--- src/rtl/fetch_unit.sv ---
// fetch_unit: in-order instruction fetch with credit-limited requests and a {pc, instr} buffer for decode
module fetch_unit #(
    parameter logic [31:0] RESET_PC = 32'h80000000,
    parameter int          DEPTH    = 2
) (
    input  logic        clk,
    input  logic        reset_i,
    input  logic [31:0] pc_i,
    output logic        pc_stall_o,
    output logic        imem_req_o,
    output logic [31:0] imem_addr_o,
    input  logic        imem_gnt_i,
    input  logic        imem_rvalid_i,
    input  logic [31:0] imem_rdata_i,
    input  logic        flush_i,
    output logic        id_valid_o,
    input  logic        id_ready_i,
    output logic [31:0] id_instr_o,
    output logic [31:0] id_pc_o
);
    localparam int AW = $clog2(DEPTH);
    localparam int CW = AW + 1;
    logic [CW-1:0] out_cnt, disc_cnt, occ;
    logic [AW-1:0] tag_wr, tag_rd, wr, rd;
    logic [31:0]   tag_mem [DEPTH];
    logic [31:0]   pc_mem  [DEPTH];
    logic [31:0]   ins_mem [DEPTH];
    logic          acc, rv, keep, pop;
    // credits count both in-flight and buffered entries, so a same-cycle pop never frees one
    assign imem_req_o  = !reset_i && !flush_i && ({1'b0, out_cnt} + {1'b0, occ} < (CW+1)'(DEPTH));
    assign imem_addr_o = {pc_i[31:2], 2'b00};
    assign acc         = imem_req_o && imem_gnt_i;
    assign pc_stall_o  = reset_i || (!flush_i && !acc);
    assign rv          = imem_rvalid_i && out_cnt != '0;
    assign keep        = rv && disc_cnt == '0 && !flush_i;
    assign id_valid_o  = occ != '0;
    assign pop         = id_valid_o && id_ready_i;
    assign id_instr_o  = id_valid_o ? ins_mem[rd] : 32'h00000013;
    assign id_pc_o     = id_valid_o ? pc_mem[rd] : RESET_PC;
    always_ff @(posedge clk) begin
        if (reset_i) begin
            out_cnt  <= '0;
            disc_cnt <= '0;
            occ      <= '0;
            tag_wr   <= '0;
            tag_rd   <= '0;
            wr       <= '0;
            rd       <= '0;
        end else if (flush_i) begin
            out_cnt  <= out_cnt - CW'(rv);
            disc_cnt <= out_cnt - CW'(rv);
            occ      <= '0;
            tag_wr   <= '0;
            tag_rd   <= '0;
            wr       <= '0;
            rd       <= '0;
        end else begin
            out_cnt <= out_cnt + CW'(acc) - CW'(rv);
            occ     <= occ + CW'(keep) - CW'(pop);
            rd      <= rd + AW'(pop);
            if (rv && disc_cnt != '0) disc_cnt <= disc_cnt - CW'(1);
            if (acc) begin
                tag_mem[tag_wr] <= pc_i;
                tag_wr          <= tag_wr + AW'(1);
            end
            if (keep) begin
                pc_mem[wr]  <= tag_mem[tag_rd];
                ins_mem[wr] <= imem_rdata_i;
                wr          <= wr + AW'(1);
                tag_rd      <= tag_rd + AW'(1);
            end
        end
    end
endmodule

--- config.mk ---
export PLATFORM = sky130hd
export DESIGN_NAME = fetch_unit
export DESIGN_NICKNAME = d
export VERILOG_FILES = /design/src/rtl/fetch_unit.sv
export SDC_FILE = /design/constraint.sdc
export NUM_CORES = 1
export LEC_CHECK = 0
export CAP_MARGIN = 10
export CORE_MARGIN = 3
export CORE_UTILIZATION = 40
export DETAILED_ROUTE_END_ITERATION = 12
export GPL_TIMING_DRIVEN = 0
export PLACE_DENSITY = 0.68
export RECOVER_POWER = 100
export SYNTH_ARGS = -nofsm -noshare
export SYNTH_HDL_FRONTEND = slang
export SYNTH_SLANG_ARGS = --single-unit
export TNS_END_PERCENT = 50
--- constraint.sdc ---
create_clock -name clk -period 9.9 [get_ports clk]
set_input_delay 1.98 -clock clk [delete_from_list [all_inputs] [get_ports clk]]
set_output_delay 1.98 -clock clk [all_outputs]
set_load 0.01 [all_outputs]
==> results.sh, run 1 <==
export IMPL_die_w_um=147.5
export IMPL_start_kind="primary input"
export IMPL_post_cts_setup_buffers=0
export IMPL_synth_top_area_share_pct=71.99
export IMPL_cp_data_arrival_time_ns=4.02
export IMPL_dp_hpwl_um=11360
export IMPL_cts_buffers=22
export IMPL_critical_path_max_stage_delay_ns=0.59
export IMPL_wire_per_inst_um=16.55
export IMPL_clock_latency_ns=0.49
export IMPL_placed_cell_area_mm2=0.01019
export IMPL_clock_sinks=203
export IMPL_crit_family="buffers and inverters"
export IMPL_grt_use_total_pct=14.63
export IMPL_via_per_inst=4.647
export IMPL_grt_max_degree=33
export IMPL_cp_common_cell="dlygate4sd3_1"
export IMPL_crit_required_ns=7.92
export IMPL_synth_avg_cell_area_um2=16.76
export IMPL_timing_max_cap_violations=1
export IMPL_r2r_start="out_cnt[0]$_SDFF_PP0_"
export IMPL_setup_worst_path_end="pc_stall_o"
export IMPL_overflow=0
export IMPL_cts_hold_buf=0
export IMPL_worst_path_buf_inv=2
export IMPL_status="complete, but fails checks"
export IMPL_cts_repair_resize_count=0
export IMPL_ant_nets=0
export IMPL_end_kind="primary output"
export IMPL_gp_congestion=0.7363
export IMPL_die_y_um=147.5
export IMPL_met3_usage_pct=3.679
export IMPL_vdd_drop_max_mv=0.09805
export IMPL_r2r_setup_slack_ns=5.90
export IMPL_grt_pass1_vias=4773
export IMPL_synth_commonest_cells="edfxtp_1 (192), nor2_1 (67), mux2i_1 (65), buf_4 (37), mux2_2 (30)"
export IMPL_core_mm2=0.01959
export IMPL_cts_root_buf="clkbuf_16"
export IMPL_wirelength_um=16040
export IMPL_seq_power_share_pct=51.4
export IMPL_dr_pass1_iters=4
export IMPL_synth_edf_count=192
export IMPL_fin_crit_ns=6.003
export IMPL_crit_fanout=4
export IMPL_p_per_area_mw_per_mm2=174.6
export IMPL_crit_path_start="reset_i"
export IMPL_rows=51
export IMPL_grt_busiest_layer="met2"
export IMPL_place_inst=928
export IMPL_nFillCells=1625
export IMPL_synthFlopType="edfxtp_1"
export IMPL_violations="capacitance limit, slew limit"
export IMPL_drtIter0Drc=174
export IMPL_portBuffers=165
export IMPL_p_sw_share_pct=20.14
export IMPL_grt_pass1_wl_um=25310
export IMPL_critPathKind="primary input to primary output"
export IMPL_p_clk_share_pct=41.8
export IMPL_synth_seq_cells=203
export IMPL_dieArea_mm2=0.02176
export IMPL_design_area_mm2=0.01075
export IMPL_combPwrFrac_pct=6.8
export IMPL_yosysTopAreaCell="edfxtp_1"
export IMPL_nets=764
export IMPL_skew_ns=0.01189
export IMPL_r2r_end="tag_mem[0][0]$_DFFE_PP_"
export IMPL_hold_violations=0
export IMPL_area_growth_synth_to_final_pct=34.25
export IMPL_relSlewSlack_pct=-14.15
export IMPL_fin_crit_sh_pct=60.63
export IMPL_ys_async_sr_fraction_pct=0
export IMPL_p_int_mw=1.499
export IMPL_final_cells=969
export IMPL_p_leak_nw=3.788
export IMPL_cp_depth=5
export IMPL_drive_gt1_share_pct=12.09
export IMPL_cts_tree="built"
export IMPL_ys_top_cells_by_area="edfxtp_1 (72%), mux2i_1 (8.1%), mux2_2 (4.2%)"
export IMPL_critPathSlowestCell="dlygate4sd3_1"
export IMPL_synth_cell_types=36
export IMPL_hold_path_class="flip-flop to flip-flop"
export IMPL_globalRouteMet2Util_pct=24.73
export IMPL_synth_most_common_cell="edfxtp_1"
export IMPL_seq_area_frac_synth_pct=74.74
export IMPL_netSwitchingPower_uw=378.0
export IMPL_ys_warn_count=0
export IMPL_synthesis_instances=478
export IMPL_clkTransAtPathRegs_ns=0.06
export IMPL_path_cells="dlygate4sd3_1, nor4_1, nand2_2, a21o_1, dlygate4sd3_1"
export IMPL_ctsHtreeMaxLevel=1
export IMPL_setup_viol=0
export IMPL_cts_buffer_depth=3
export IMPL_synth_cell_area_mm2=0.008009
export IMPL_slew_viol_final=33
export IMPL_vias=4503
export IMPL_antenna_found_initial=2
export IMPL_use_met1_pct=19.12
export IMPL_fmax_mhz=166.6
export IMPL_reg2reg_depth=7
export IMPL_tightest_slew_ns=1.712
export IMPL_rsz0062_at_grt="false"
export IMPL_io_pin_count=169
export IMPL_start_util_pct=40.88
export IMPL_drc=0
==> cell families after synthesis <==
| kind of cell | share of synthesized area [%] |
|---|---|
| buf+inv | 4.749 |
| compound gates | 1.109 |
| mux | 12.62 |
| xor+xnor | 0.6561 |
| other cells | 0.04682 |
| simple gates | 4.890 |
| fa+ha+maj | 1.187 |
| flops | 74.74 |
==> worst min-delay path: stages, from the launching register on <==
cell      delay, ns
dfxtp_1        0.32
nand3_1        0.07
nand2b_1       0.05
==> power groups by stage <==
| stage | clock network [mW] | registers, mW | logic (mW) |
|---|---|---|---|
| global route | 0.840 | 0.966 | 0.141 |
| global placement | 0 | 0.985 | 0.137 |
| floorplan | 0 | 0.983 | 0.0670 |
| CTS | 0.810 | 0.965 | 0.147 |
| detailed placement | 0 | 0.983 | 0.146 |
| finish | 0.785 | 0.964 | 0.128 |
==> metrics by stage <==
| stage | setup slack, ns | total power [mW] | hold WS [ns] | TNS (ns) | util (%) |
|---|---|---|---|---|---|
| floorplan | 0.2652 | 1.050 | 0.4459 | 0 | - |
| global placement | -3.883 | 1.121 | 0.4566 | -452.98 | 51.03 |
| detailed placement | 4.264 | 1.129 | 0.4786 | 0 | 52.00 |
| CTS | 4.261 | 1.922 | 0.4896 | 0 | 55.60 |
| global route | 3.811 | 1.947 | 0.5069 | 0 | 54.88 |
| finish | 3.897 | 1.877 | 0.4804 | 0 | 54.88 |
==> worst min path at each step <==
stage | from | end | cells after the start
detailed placement | wr$_SDFFE_PP0P_ | wr$_SDFFE_PP0P_ | 2
global route | wr$_SDFFE_PP0P_ | wr$_SDFFE_PP0P_ | 2
CTS | wr$_SDFFE_PP0P_ | wr$_SDFFE_PP0P_ | 2
global placement | wr$_SDFFE_PP0P_ | wr$_SDFFE_PP0P_ | 2
floorplan | tag_wr$_SDFFE_PP0P_ | tag_wr$_SDFFE_PP0P_ | 1
finish | wr$_SDFFE_PP0P_ | wr$_SDFFE_PP0P_ | 2
==> layout by cell type (no fill, tap or decap), drive strengths merged, types with 2 or more instances in the layout <==
| cell | Yosys | routed |
|---|---|---|
| bufinv | 0 | 2 |
| and2 | 2 | 2 |
| ha | 6 | 6 |
| o21ai | 3 | 3 |
| nor3 | 3 | 3 |
| nor2b | 2 | 2 |
| conb | 1 | 2 |
| mux2i | 65 | 65 |
| a21oi | 3 | 3 |
| o211ai | 2 | 2 |
| nand2 | 7 | 7 |
| xnor2 | 4 | 4 |
| a21o | 2 | 2 |
| clkinv | 0 | 10 |
| edfxtp | 192 | 192 |
| dlygate4sd3 | 0 | 163 |
| buf | 44 | 41 |
| clkdlybuf4s50 | 0 | 2 |
| clkbuf | 8 | 57 |
| mux2 | 32 | 32 |
| nor2 | 67 | 67 |
| dfxtp | 11 | 11 |
| nor4 | 2 | 2 |
| inv | 10 | 10 |
| xor2 | 2 | 2 |
==> cell type report <==
class,count,area [µm²],share of cell area [%]
diodes,1,2.502,0.02327
plain buffers,52,339.1,3.154
clock buffers,27,590.6,5.493
clock inverters,13,113.9,1.059
inverters,10,37.54,0.3491
multi-input cells,214,1628,15.14
flip-flops and latches,203,5986,55.67
well taps,265,331.6,3.084
repair buffers,184,1723,16.02
==> layer usage <==
layer | part of all wire (%) | vias up
met5 | 0.075 | -
met4 | 1.7 | 2
met3 | 6.8 | 27
met2 | 48 | 165
met1 | 43 | 2152
li1 | - | 2157
==> sequential cells by signal, summed over array words and instances (netlist names), named ones only <==
register / cells
tag_wr: 1
tag_mem: 64
out_cnt: 2
rd: 1
disc_cnt: 2
pc_mem: 64
ins_mem: 64
tag_rd: 1
occ: 2
wr: 1
(Power assumes the default switching activity.)
==> inputs of run 2 (changes only) <==
Clock period 9.9 ns to 4.9 ns, I/O delays scaled along.
==> run 2 against run 1 <==
  * The flow still finishes with violations (capacitance limit, slew limit)
  * Non-clock buffer count is 8 lower
  * Final cell count is 0.93% lower
  * Wire length is 2.0% higher
  * Global-route usage is 0.15 points higher
  * Highest routed layer unchanged
  * Die area stayed put
  * Clock skew is 0.0012 ns higher
  * Design area is 0.31% lower
  * Combinational power is 110% higher
  * Register-to-register slack worse by 4.4 ns
  * Critical endpoint unchanged
  * Setup slack worse by 3.0 ns
  * Largest cell class unchanged
  * Sequential share of layout area is 0.18 points higher
==> results.sh, run 2 (synthesis gave the netlist of run 1 again) <==
export IMPL_nFillCells=1629
export IMPL_cts_buffer_depth=3
export IMPL_status="complete, but fails checks"
export IMPL_rows=51
export IMPL_wire_per_inst_um=17.04
export IMPL_core_mm2=0.01959
export IMPL_skew_ns=0.01307
export IMPL_fmax_mhz=251.1
export IMPL_critPathSlowestCell="dlygate4sd3_1"
export IMPL_reg_top3="ins_mem x64, pc_mem x64, tag_mem x64"
export IMPL_dr_pass1_iters=4
export IMPL_rsz0062_at_grt="false"
export IMPL_crit_required_ns=3.92
export IMPL_final_cell_mix="edfxtp_1 (192), dlygate4sd3_1 (163), nor2_1 (67)"
export IMPL_grt_pass1_vias=4816
export IMPL_cts_buffers=22
export IMPL_final_common_cell="edfxtp_1"
export IMPL_place_inst=920
export IMPL_hold_violations=0
export IMPL_cts_hold_buf=0
export IMPL_final_cells=960
export IMPL_die_w_um=147.5
export IMPL_tightest_slew_ns=1.660
export IMPL_wirelength_um=16350
export IMPL_drive_gt1_share_pct=12.10
export IMPL_p_leak_nw=3.778
export IMPL_slew_viol_final=47
export IMPL_cts_root_buf="clkbuf_16"
export IMPL_design_area_mm2=0.01072
export IMPL_setup_viol=0
export IMPL_cp_data_arrival_time_ns=3.00
export IMPL_hold_path_class="flip-flop to flip-flop"
export IMPL_critPathKind="primary input to primary output"
export IMPL_antenna_found_initial=2
export IMPL_violations="capacitance limit, slew limit"
export IMPL_critical_path_max_stage_delay_ns=0.60
export IMPL_gp_congestion=0.7375
export IMPL_via_per_inst=4.646
export IMPL_relSlewSlack_pct=-10.65
export IMPL_post_cts_setup_buffers=0
export IMPL_clock_latency_ns=0.49
export IMPL_vdd_drop_max_mv=0.1896
export IMPL_nets=756
export IMPL_start_kind="primary input"
export IMPL_dp_hpwl_um=11510
export IMPL_area_growth_synth_to_final_pct=33.82
export IMPL_p_per_area_mw_per_mm2=345.5
export IMPL_cts_tree="built"
export IMPL_end_kind="primary output"
export IMPL_portBuffers=165
export IMPL_io_pin_count=169
export IMPL_clock_sinks=203
export IMPL_grt_use_total_pct=14.79
export IMPL_drc=0
export IMPL_ctsHtreeMaxLevel=1
export IMPL_vias=4460
export IMPL_fin_crit_sh_pct=81.28
export IMPL_drtIter0Drc=170
export IMPL_cp_common_cell="dlygate4sd3_1"
export IMPL_cts_repair_resize_count=0
export IMPL_grt_pass1_wl_um=25560
export IMPL_clkTransAtPathRegs_ns=0.06
export IMPL_path_cells="dlygate4sd3_1, nor4_1, nand2_2, a21o_1, dlygate4sd3_1"
export IMPL_ant_nets=0
export IMPL_overflow=0
export IMPL_placed_cell_area_mm2=0.01019
export IMPL_grt_max_degree=33
export IMPL_dieArea_mm2=0.02176
export IMPL_fin_crit_ns=3.983
export IMPL_fin_tns_setup_ns=0
export IMPL_start_util_pct=40.88
export IMPL_timing_max_cap_violations=3
export IMPL_die_y_um=147.5
export IMPL_crit_fanout=4
export IMPL_power_mw=3.703
## run 2: cell type report
cell class,count,area (µm²),share of cell area (%)
Antenna cell,1,2.502,0.02335
Buffer,52,339.1,3.164
Clock buffer,29,598.1,5.580
Clock inverter,10,60.06,0.5604
Inverter,10,37.54,0.3502
Multi-Input combinational cell,214,1628,15.19
Sequential cell,203,5986,55.85
Tap cell,265,331.6,3.094
Timing Repair Buffer,176,1735,16.19
## run 2: per-stage QoR
stage               utilization, %  hold WS, ns  worst slack, ns
finish                       54.71       0.4821           0.9174
global placement             51.13       0.4606           -3.132
detailed placement           52.03       0.4987            1.201
floorplan                        -       0.4459          -0.3980
CTS                          55.39       0.5203            1.020
global route                 54.71       0.5187           0.7908
## run 2: worst paths after layout
kind	start	endpoint	slack, ns	depth (start not counted)
worst max-delay path	reset_i	pc_stall_o	0.92	5
worst min-delay path	wr$_SDFFE_PP0P_	wr$_SDFFE_PP0P_	0.48	2
worst max register to register	out_cnt[0]$_SDFF_PP0_	tag_mem[0][24]$_DFFE_PP_	1.48	7
worst min register to register	wr$_SDFFE_PP0P_	wr$_SDFFE_PP0P_	0.48	2
## run 2: per-layer routing
metal / vias to the layer above / routed length [µm] / part of all wire (%) / GRT usage (%)
li1: 2135 / - / - / -
met3: 19 / 982 / 6.0 / 3.679
met2: 153 / 8207 / 50 / 26.29
met1: 2151 / 7010 / 43 / 18.53
met4: 2 / 146 / 0.89 / 2.842
met5: - / 7 / 0.043 / 0
## run 2: power breakdown
| part | switching (mW) | internal [mW] | total [mW] |
|---|---|---|---|
| Combinational | 0.128 | 0.135 | 0.263 |
| Clock | 0.630 | 0.861 | 1.49 |
| Sequential | 0.0126 | 1.94 | 1.95 |
| Total | 0.771 | 2.93 | 3.70 |
## run 2: critical path: cells and delay by family
family	cells	cell delay, ns
AO/OA/AOI/OAI	1	0.20
buffers and inverters	2	1.17
AND/OR/NAND/NOR	2	0.65
